File: config.mk
export PLATFORM = sky130hd
export DESIGN_NAME = he_stream
export DESIGN_NICKNAME = d
export VERILOG_FILES = /design/src/rtl/he_pkg.sv /design/src/rtl/he_div.sv /design/src/rtl/he_stream.sv
export SDC_FILE = /design/constraint.sdc
export NUM_CORES = 1
export LEC_CHECK = 0
export ABC_AREA = 1
export BUFFER_PORTS_ARGS = -buffer_cell sky130_fd_sc_hd__buf_2
export CORE_MARGIN = 5
export CORE_UTILIZATION = 50
export DETAILED_ROUTE_END_ITERATION = 12
export GPL_ROUTABILITY_DRIVEN = 0
export PLACE_DENSITY = 0.7
export SETUP_SLACK_MARGIN = 0.15
export SYNTH_ARGS = -nofsm -noshare
export SYNTH_HDL_FRONTEND = slang
export SYNTH_SLANG_ARGS = --single-unit
File: constraint.sdc
create_clock -name clk -period 17.75 [get_ports clk]
set_input_delay 0.8875 -clock clk [delete_from_list [all_inputs] [get_ports clk]]
set_output_delay 0.8875 -clock clk [all_outputs]
set_load 0.005 [all_outputs]
File: src/rtl/he_pkg.sv
// Shared types and helpers for the he_stream histogram-equalisation engine.
package he_pkg;

  typedef enum logic [1:0] {
    LOAD = 2'd0,
    RANK = 2'd1,
    DIV  = 2'd2,
    OUT  = 2'd3
  } he_state_t;

  // Width needed to hold a count in the range 0..n.
  function automatic int cw_f(input int n);
    return $clog2(n + 1);
  endfunction

endpackage

File: src/rtl/he_div.sv
// Restoring divider: one quotient bit per cycle, first step taken in the start cycle.
module he_div #(
  parameter int NW = 12,
  parameter int QW = 8
) (
  input  logic             clk,
  input  logic             rst,
  input  logic             start,
  input  logic [NW-1:0]    numerator,
  input  logic [NW-QW-1:0] denominator,
  output logic             done,
  output logic [QW-1:0]    quotient
);

  localparam int DW   = NW - QW;
  localparam int CNTW = $clog2(QW);
  localparam logic [CNTW-1:0] CNT_LAST = CNTW'(QW - 1);

  logic [DW-1:0]   r_rem;
  logic [DW-1:0]   r_den;
  logic [QW-1:0]   r_low;
  logic [QW-2:0]   r_quo;
  logic [CNTW-1:0] r_cnt;
  logic            r_busy;

  logic [DW-1:0]   w_rem_in;
  logic [DW-1:0]   w_den;
  logic [QW-1:0]   w_low_in;
  logic [QW-2:0]   w_quo_in;
  logic [CNTW-1:0] w_cnt_in;
  logic [DW:0]     w_trial;
  logic            w_ge;
  logic            w_active;

  // Quotient fits in QW bits, so the upper numerator bits are already a valid remainder.
  assign w_rem_in = start ? numerator[NW-1:QW] : r_rem;
  assign w_low_in = start ? numerator[QW-1:0]  : r_low;
  assign w_den    = start ? denominator        : r_den;
  assign w_quo_in = start ? '0                 : r_quo;
  assign w_cnt_in = start ? '0                 : r_cnt;
  assign w_active = start || r_busy;

  assign w_trial  = {w_rem_in, w_low_in[QW-1]};
  assign w_ge     = (w_trial >= {1'b0, w_den});
  assign quotient = {w_quo_in, w_ge};
  assign done     = w_active && (w_cnt_in == CNT_LAST);

  always_ff @(posedge clk) begin
    if (rst) begin
      r_busy <= 1'b0;
      r_cnt  <= '0;
    end else if (w_active) begin
      r_busy <= !done;
      r_cnt  <= w_cnt_in + CNTW'(1);
    end
  end

  always_ff @(posedge clk) begin
    if (w_active) begin
      r_rem <= DW'(w_ge ? (w_trial - {1'b0, w_den}) : w_trial);
      r_low <= {w_low_in[QW-2:0], 1'b0};
      r_quo <= quotient[QW-2:0];
      r_den <= w_den;
    end
  end

endmodule

File: src/rtl/he_stream.sv
// Streaming histogram equalisation: load a frame, rank every pixel, then emit
// each pixel's rounded normalised CDF in input order under back-pressure.
module he_stream
  import he_pkg::*;
#(
  parameter int N  = 8,
  parameter int PW = 8
) (
  input  logic          clk,
  input  logic          rst,
  input  logic          in_valid,
  output logic          in_ready,
  input  logic [PW-1:0] in_pixel,
  output logic          out_valid,
  input  logic          out_ready,
  output logic [PW-1:0] out_pixel,
  output logic          out_last
);

  localparam int CW = cw_f(N);
  localparam int IW = $clog2(N);
  localparam int NW = CW + PW;
  localparam logic [IW-1:0] LAST    = IW'(N - 1);
  localparam logic [PW-1:0] PIX_MAX = '1;

  he_state_t     r_state, w_next;

  logic [PW-1:0] r_pix [N];
  logic [CW-1:0] r_cdf [N];
  logic [CW-1:0] r_cdf_min;
  logic [PW-1:0] r_min;
  logic [IW-1:0] r_k, r_j, r_o;
  logic          r_div_first;
  logic          r_out_valid, r_out_last;
  logic [PW-1:0] r_out_pixel;

  logic          w_accept, w_out_hs;
  logic          w_div_start, w_div_done;
  logic [PW-1:0] w_quo, w_pj;
  logic [CW-1:0] w_den, w_diff;
  logic [NW-1:0] w_num;

  assign out_valid = r_out_valid;
  assign out_pixel = r_out_pixel;
  assign out_last  = r_out_last;

  assign w_accept = in_valid && in_ready;
  assign w_out_hs = r_out_valid && out_ready;
  assign w_pj     = r_pix[r_j];

  // Rounded normalisation: ((cdf - cdf_min) * max + D/2) / D.
  assign w_den  = CW'(N) - r_cdf_min;
  assign w_diff = r_cdf[r_o] - r_cdf_min;
  assign w_num  = ({{PW{1'b0}}, w_diff} * {{CW{1'b0}}, PIX_MAX})
                + ({{PW{1'b0}}, w_den} >> 1);

  he_div #(
    .NW(NW),
    .QW(PW)
  ) u_div (
    .clk        (clk),
    .rst        (rst),
    .start      (w_div_start),
    .numerator  (w_num),
    .denominator(w_den),
    .done       (w_div_done),
    .quotient   (w_quo)
  );

  always_ff @(posedge clk) begin
    if (rst) r_state <= LOAD;
    else     r_state <= w_next;
  end

  always_comb begin
    w_next = r_state;
    case (r_state)
      LOAD:    if (w_accept && (r_k == LAST)) w_next = RANK;
      RANK:    if (r_j == LAST) w_next = DIV;
      DIV:     if (w_div_done) w_next = OUT;
      OUT:     if (w_out_hs) w_next = (r_o == LAST) ? LOAD : DIV;
      default: w_next = LOAD;
    endcase
  end

  always_comb begin
    in_ready    = (r_state == LOAD);
    w_div_start = (r_state == DIV) && r_div_first;
  end

  always_ff @(posedge clk) begin
    if (w_accept) r_pix[r_k] <= in_pixel;
  end

  always_ff @(posedge clk) begin
    if (rst) begin
      r_k         <= '0;
      r_j         <= '0;
      r_o         <= '0;
      r_cdf_min   <= '0;
      r_min       <= PIX_MAX;
      r_div_first <= 1'b0;
      r_out_valid <= 1'b0;
      r_out_last  <= 1'b0;
      r_out_pixel <= '0;
      for (int i = 0; i < N; i++) r_cdf[i] <= '0;
    end else begin
      r_div_first <= (w_next == DIV) && (r_state != DIV);
      case (r_state)
        LOAD: begin
          if (w_accept) begin
            r_k <= (r_k == LAST) ? '0 : r_k + IW'(1);
            if (in_pixel < r_min) r_min <= in_pixel;
          end
        end
        RANK: begin
          for (int i = 0; i < N; i++)
            r_cdf[i] <= r_cdf[i] + CW'(w_pj <= r_pix[i]);
          r_cdf_min <= r_cdf_min + CW'(w_pj <= r_min);
          r_j       <= (r_j == LAST) ? '0 : r_j + IW'(1);
        end
        DIV: begin
          if (w_div_done) begin
            // A flat frame has D=0; pass the pixel through unchanged.
            r_out_pixel <= (w_den == '0) ? r_pix[r_o] : w_quo;
            r_out_valid <= 1'b1;
            r_out_last  <= (r_o == LAST);
          end
        end
        OUT: begin
          if (w_out_hs) begin
            r_out_valid <= 1'b0;
            r_out_last  <= 1'b0;
            if (r_o == LAST) begin
              r_o       <= '0;
              r_k       <= '0;
              r_cdf_min <= '0;
              r_min     <= PIX_MAX;
              for (int i = 0; i < N; i++) r_cdf[i] <= '0;
            end else begin
              r_o <= r_o + IW'(1);
            end
          end
        end
        default: ;
      endcase
    end
  end

endmodule

==> results <==
- The largest area contributor in the netlist is sky130_fd_sc_hd__edfxtp_1.
- The detailed router finished its first iteration with 924 violations.
- Buffers added to address setup during post-CTS repair amount to 0.
- The count of boundary I/O pins is 23.
- Timing analysis after detailed placement gives a worst setup slack of 10190 ps.
- Across the VDD grid, the largest voltage drop is 0.0642 mV.
- CTS placed an instance of sky130_fd_sc_hd__clkbuf_16 at the clock tree root.
- The clock-pin slew on the worst setup and hold paths is 70 ps.
- The data arrival at the endpoint of the critical path is 7830 ps.
- Across all register-to-register paths, the minimum setup slack is 10110 ps.
- The post-synthesis share of cell area spent on full adders, half adders and majority gates is 17.8%.
- For this run, the total global-route usage over all layers was measured as 22.9%.
- The number of cell instances on the worst register-to-register path is 30.
- Leaving out fill and tap cells, the most frequent cell in the layout is sky130_fd_sc_hd__inv_1.
- In this run the power density over the cells is 80.5 nW/um^2.
- The die covers 24200 um^2.
- Setup violations remaining at the end of the flow were counted as 0.
- The number of sinks on the clock net is 162.
- By area the synthesized netlist is led by sky130_fd_sc_hd__edfxtp_1, sky130_fd_sc_hd__ha_1, sky130_fd_sc_hd__dfxtp_1.
- The worst hold path belongs to the class reg2reg.
- The hold violation count in the final report is 0.
- The reg-to-reg endpoint is u_div.r_rem[2].
- Detailed placement finished with a half-perimeter wire length of 20.4 mm.
- The design area is 11500 um^2.
- The post-synthesis average cell area is 8.58 um^2.
- Across all setup checks in the final design, the least slack found is 10110 ps.
- The worst clock skew on the final layout is 10.6 ps.
- The total congestion overflow after global routing is 0.
- Hold timing on the final database bottoms out at a slack of 443 ps.
- In the routed design, unresolved DRC markers number 0.
- The pre-antenna-repair detailed-routing pass consisted of 6 iterations.
- The transition time at the pin with the least slew margin is 1210 ps.
- The cell with the largest stage delay on the worst path is sky130_fd_sc_hd__dfxtp_2.
- In this run the deepest clock path goes through 2 buffers.
- The final critical path takes up 43.0% of the cycle.
- Max-cap violations in this run came to 0.
- The detail route stage leaves a number of antenna-violating nets equal to 0.
- The sum of internal, switching and leakage power is 926 uW.
- The final count of pins violating max slew is 0.
- The proportion of layout cells with a drive suffix above 1 is 7.41%.
- For the worst setup path, the data required time is 17940 ps.
- The worst min-delay path startpoint is r_cdf[5][3].
- The width of the chip is 155 um.
- The total of flip-flops plus latches after synthesis is 162.
- The number of fill cells is 1875.
- The initial utilization of the core area, before any placement, comes to 50.6%.
- The warning count from the yosys run is 0.
- The final routed wire length divided by cell count is 18.0 um.
- The top fanout value on the critical path is 66.
- Setup repair after global routing left no endpoint under its margin.
- The initial antenna violation count was 0.
- Row generation in the floorplan step produced 53 rows.
- Summing all placed instances gives a cell area of 10900 um^2.
- Counting every instance in the synthesized netlist gives 1232.
- Summed over all failing endpoints, the final setup total negative slack is 0 ps.
- The final routed wirelength across all metal layers is 27.5 mm.
- The H-tree generated during clock tree synthesis spans 4 levels.
- The critical path in this run is classified as reg2reg.
- The primary flip-flop cell chosen by synthesis mapping is sky130_fd_sc_hd__edfxtp_1.
- In this run the vertical extent of the chip is 155 um.
- After layout, the minimum clock period comes to 7640 ps.
- In this design, the stage delay of the slowest critical-path cell is 980 ps.
- The area growth from synthesis to layout is 8.84%.
- Summing the areas of all compound-gate instances in the mapped netlist gives 16.4% of the synthesized area.
- The routed layout has 8667 vias.
- The core region is 20900 um^2.
- For this run, the register share of the synthesized area comes to 40.3%.
- The combinational family with the most area after synthesis is adder cells.
- Buffers placed on the I/O ports in this run total 22.
- The utilization after layout is 55.1%.
- The number of CTS-inserted buffers is 17.
- The cell count of the worst hold path is 1.
- The clock reaches the later pin of the worst-skew pair after 430 ps.
- The synthesized netlist occupies a cell area of 10600 um^2.
- The relative max-transition margin is 18.6%.
- The wire length of the first global-routing pass is 43.0 mm.
- Timing would allow up to 0.131 GHz.
- The type of element capturing the critical path is a flop.
- Of the total synthesized cell area, the portion taken by XOR and XNOR cells is 1.74%.
- The endpoint of the worst hold path is r_cdf[5][3].
- The largest net degree at the start of global routing is 67.
- The number of enable flip-flop cells after synthesis is 102.
- In the layout the commonest cells are sky130_fd_sc_hd__inv_1, sky130_fd_sc_hd__nand2_1, sky130_fd_sc_hd__ha_1.
- The number of buffers added to fix hold violations after cts is 0.
- The worst setup path is launched from a flop.
- The number of gates resized after CTS was 0.
- The top cell type's share of synthesized area is 29.0%.
- The via count of the first global-routing pass came to 8022.
- TritonCTS built the clock tree.
- Counting tap cells, the placed design contains a total of 1498 instances.
- The via density per instance is 5.66.
- The share of cell area taken by muxes after synthesis is 0%.
- The run finished with clean final reports.
- Of all flip-flops after synthesis, the portion carrying an async set or reset was 0%.
- Leaving out filler cells and counting taps, the final layout contains 1530.
- The synthesized netlist devotes 15.3% of its cell area to simple gates.
- In this run the static leakage power is 5.21 nW.
- For this run, the post-layout net count is 1399.
- 0 antenna diodes ended up in the layout.
- The netlist uses 50 different library cells.
- The synthesized netlist net count is 1389.
## report_power, final
group	total, mW	leakage (nW)	internal [mW]	switching [mW]
registers	0.413	1.43	0.407	0.00606
logic	0.136	3.49	0.0502	0.0861
clock network	0.376	0.286	0.211	0.165
## layout make-up
| cell class | count | area, um^2 | area share, % |
|---|---|---|---|
| multi-input cells | 840 | 5410 | 47.0 |
| flip-flops and latches | 162 | 4270 | 37.1 |
| inverters | 191 | 717 | 6.23 |
| clock buffers | 17 | 425 | 3.70 |
| well taps | 275 | 344 | 2.99 |
| clock inverters | 15 | 171 | 1.49 |
| repair buffers | 30 | 170 | 1.48 |
## Yosys cell counts, types with 4 or more instances
cell type                  instances
sky130_fd_sc_hd__edfxtp_1        102
sky130_fd_sc_hd__nor2_1           64
sky130_fd_sc_hd__o211ai_1          8
sky130_fd_sc_hd__inv_2             6
sky130_fd_sc_hd__nor2_4            4
sky130_fd_sc_hd__a221oi_1          8
sky130_fd_sc_hd__nor3_1            6
sky130_fd_sc_hd__nand4_1          18
sky130_fd_sc_hd__a211oi_1          4
sky130_fd_sc_hd__fa_1              9
sky130_fd_sc_hd__or2_2            11
sky130_fd_sc_hd__dfxtp_1          60
sky130_fd_sc_hd__buf_2             9
sky130_fd_sc_hd__nand3_1          66
sky130_fd_sc_hd__ha_1            136
sky130_fd_sc_hd__a21oi_1         130
sky130_fd_sc_hd__o21ai_0         121
sky130_fd_sc_hd__nand2_1         176
sky130_fd_sc_hd__o22ai_1           5
sky130_fd_sc_hd__inv_1           183
sky130_fd_sc_hd__xnor2_1          12
sky130_fd_sc_hd__a31oi_1          14
sky130_fd_sc_hd__clkbuf_1         24
sky130_fd_sc_hd__xor2_1            9
sky130_fd_sc_hd__a22o_1            4
sky130_fd_sc_hd__o221ai_1          4
## state kept, by name, summed over array words and instances (netlist names), 7 cells and up, named ones only
name	count
out_pixel	8
r_min	8
u_div.r_quo	7
u_div.r_low	7
r_cdf	32
r_pix	64
## critical path, delay by kind of cell, from the launching register on
kind | cells | cell delay, ps
and+or+nand+nor | 11 | 1050
buffers and inverters | 5 | 1110
AOI/OAI and AO/OA | 6 | 1360
adders and majority gates | 7 | 2570
DFF | 1 | 980
xor gates and xnor gates | 1 | 310
## metal layers
layer  global-route usage, %  share of wire, %  up-vias
met4                    7.63               2.6        0
met1                    31.8                45     4014
met5                       0                 0        -
met3                    4.67               7.9       62
met2                    35.8                44      329
li1                        -                 -     4262
## worst max-delay path by stage
stage	from	end	depth (start not counted)
5_1_grt	flop	u_div.r_rem[2]	32
3_3_place_gp	flop	u_div.r_rem[2]	30
6_report	flop	u_div.r_rem[2]	30
2_1_floorplan	flop	u_div.r_rem[2]	36
3_5_place_dp	flop	u_div.r_rem[2]	30
4_1_cts	flop	u_div.r_rem[2]	30
## cell families after synthesis
logic type               count (synthesis)
adder cells (fa/ha/maj)                145
flip-flops                             162
AND/OR/NAND/NOR                        359
XOR/XNOR                                21
AO/OA/AOI/OAI                          315
buffers and inverters                  230
Note: power is estimated with default switching activity, not from simulation.
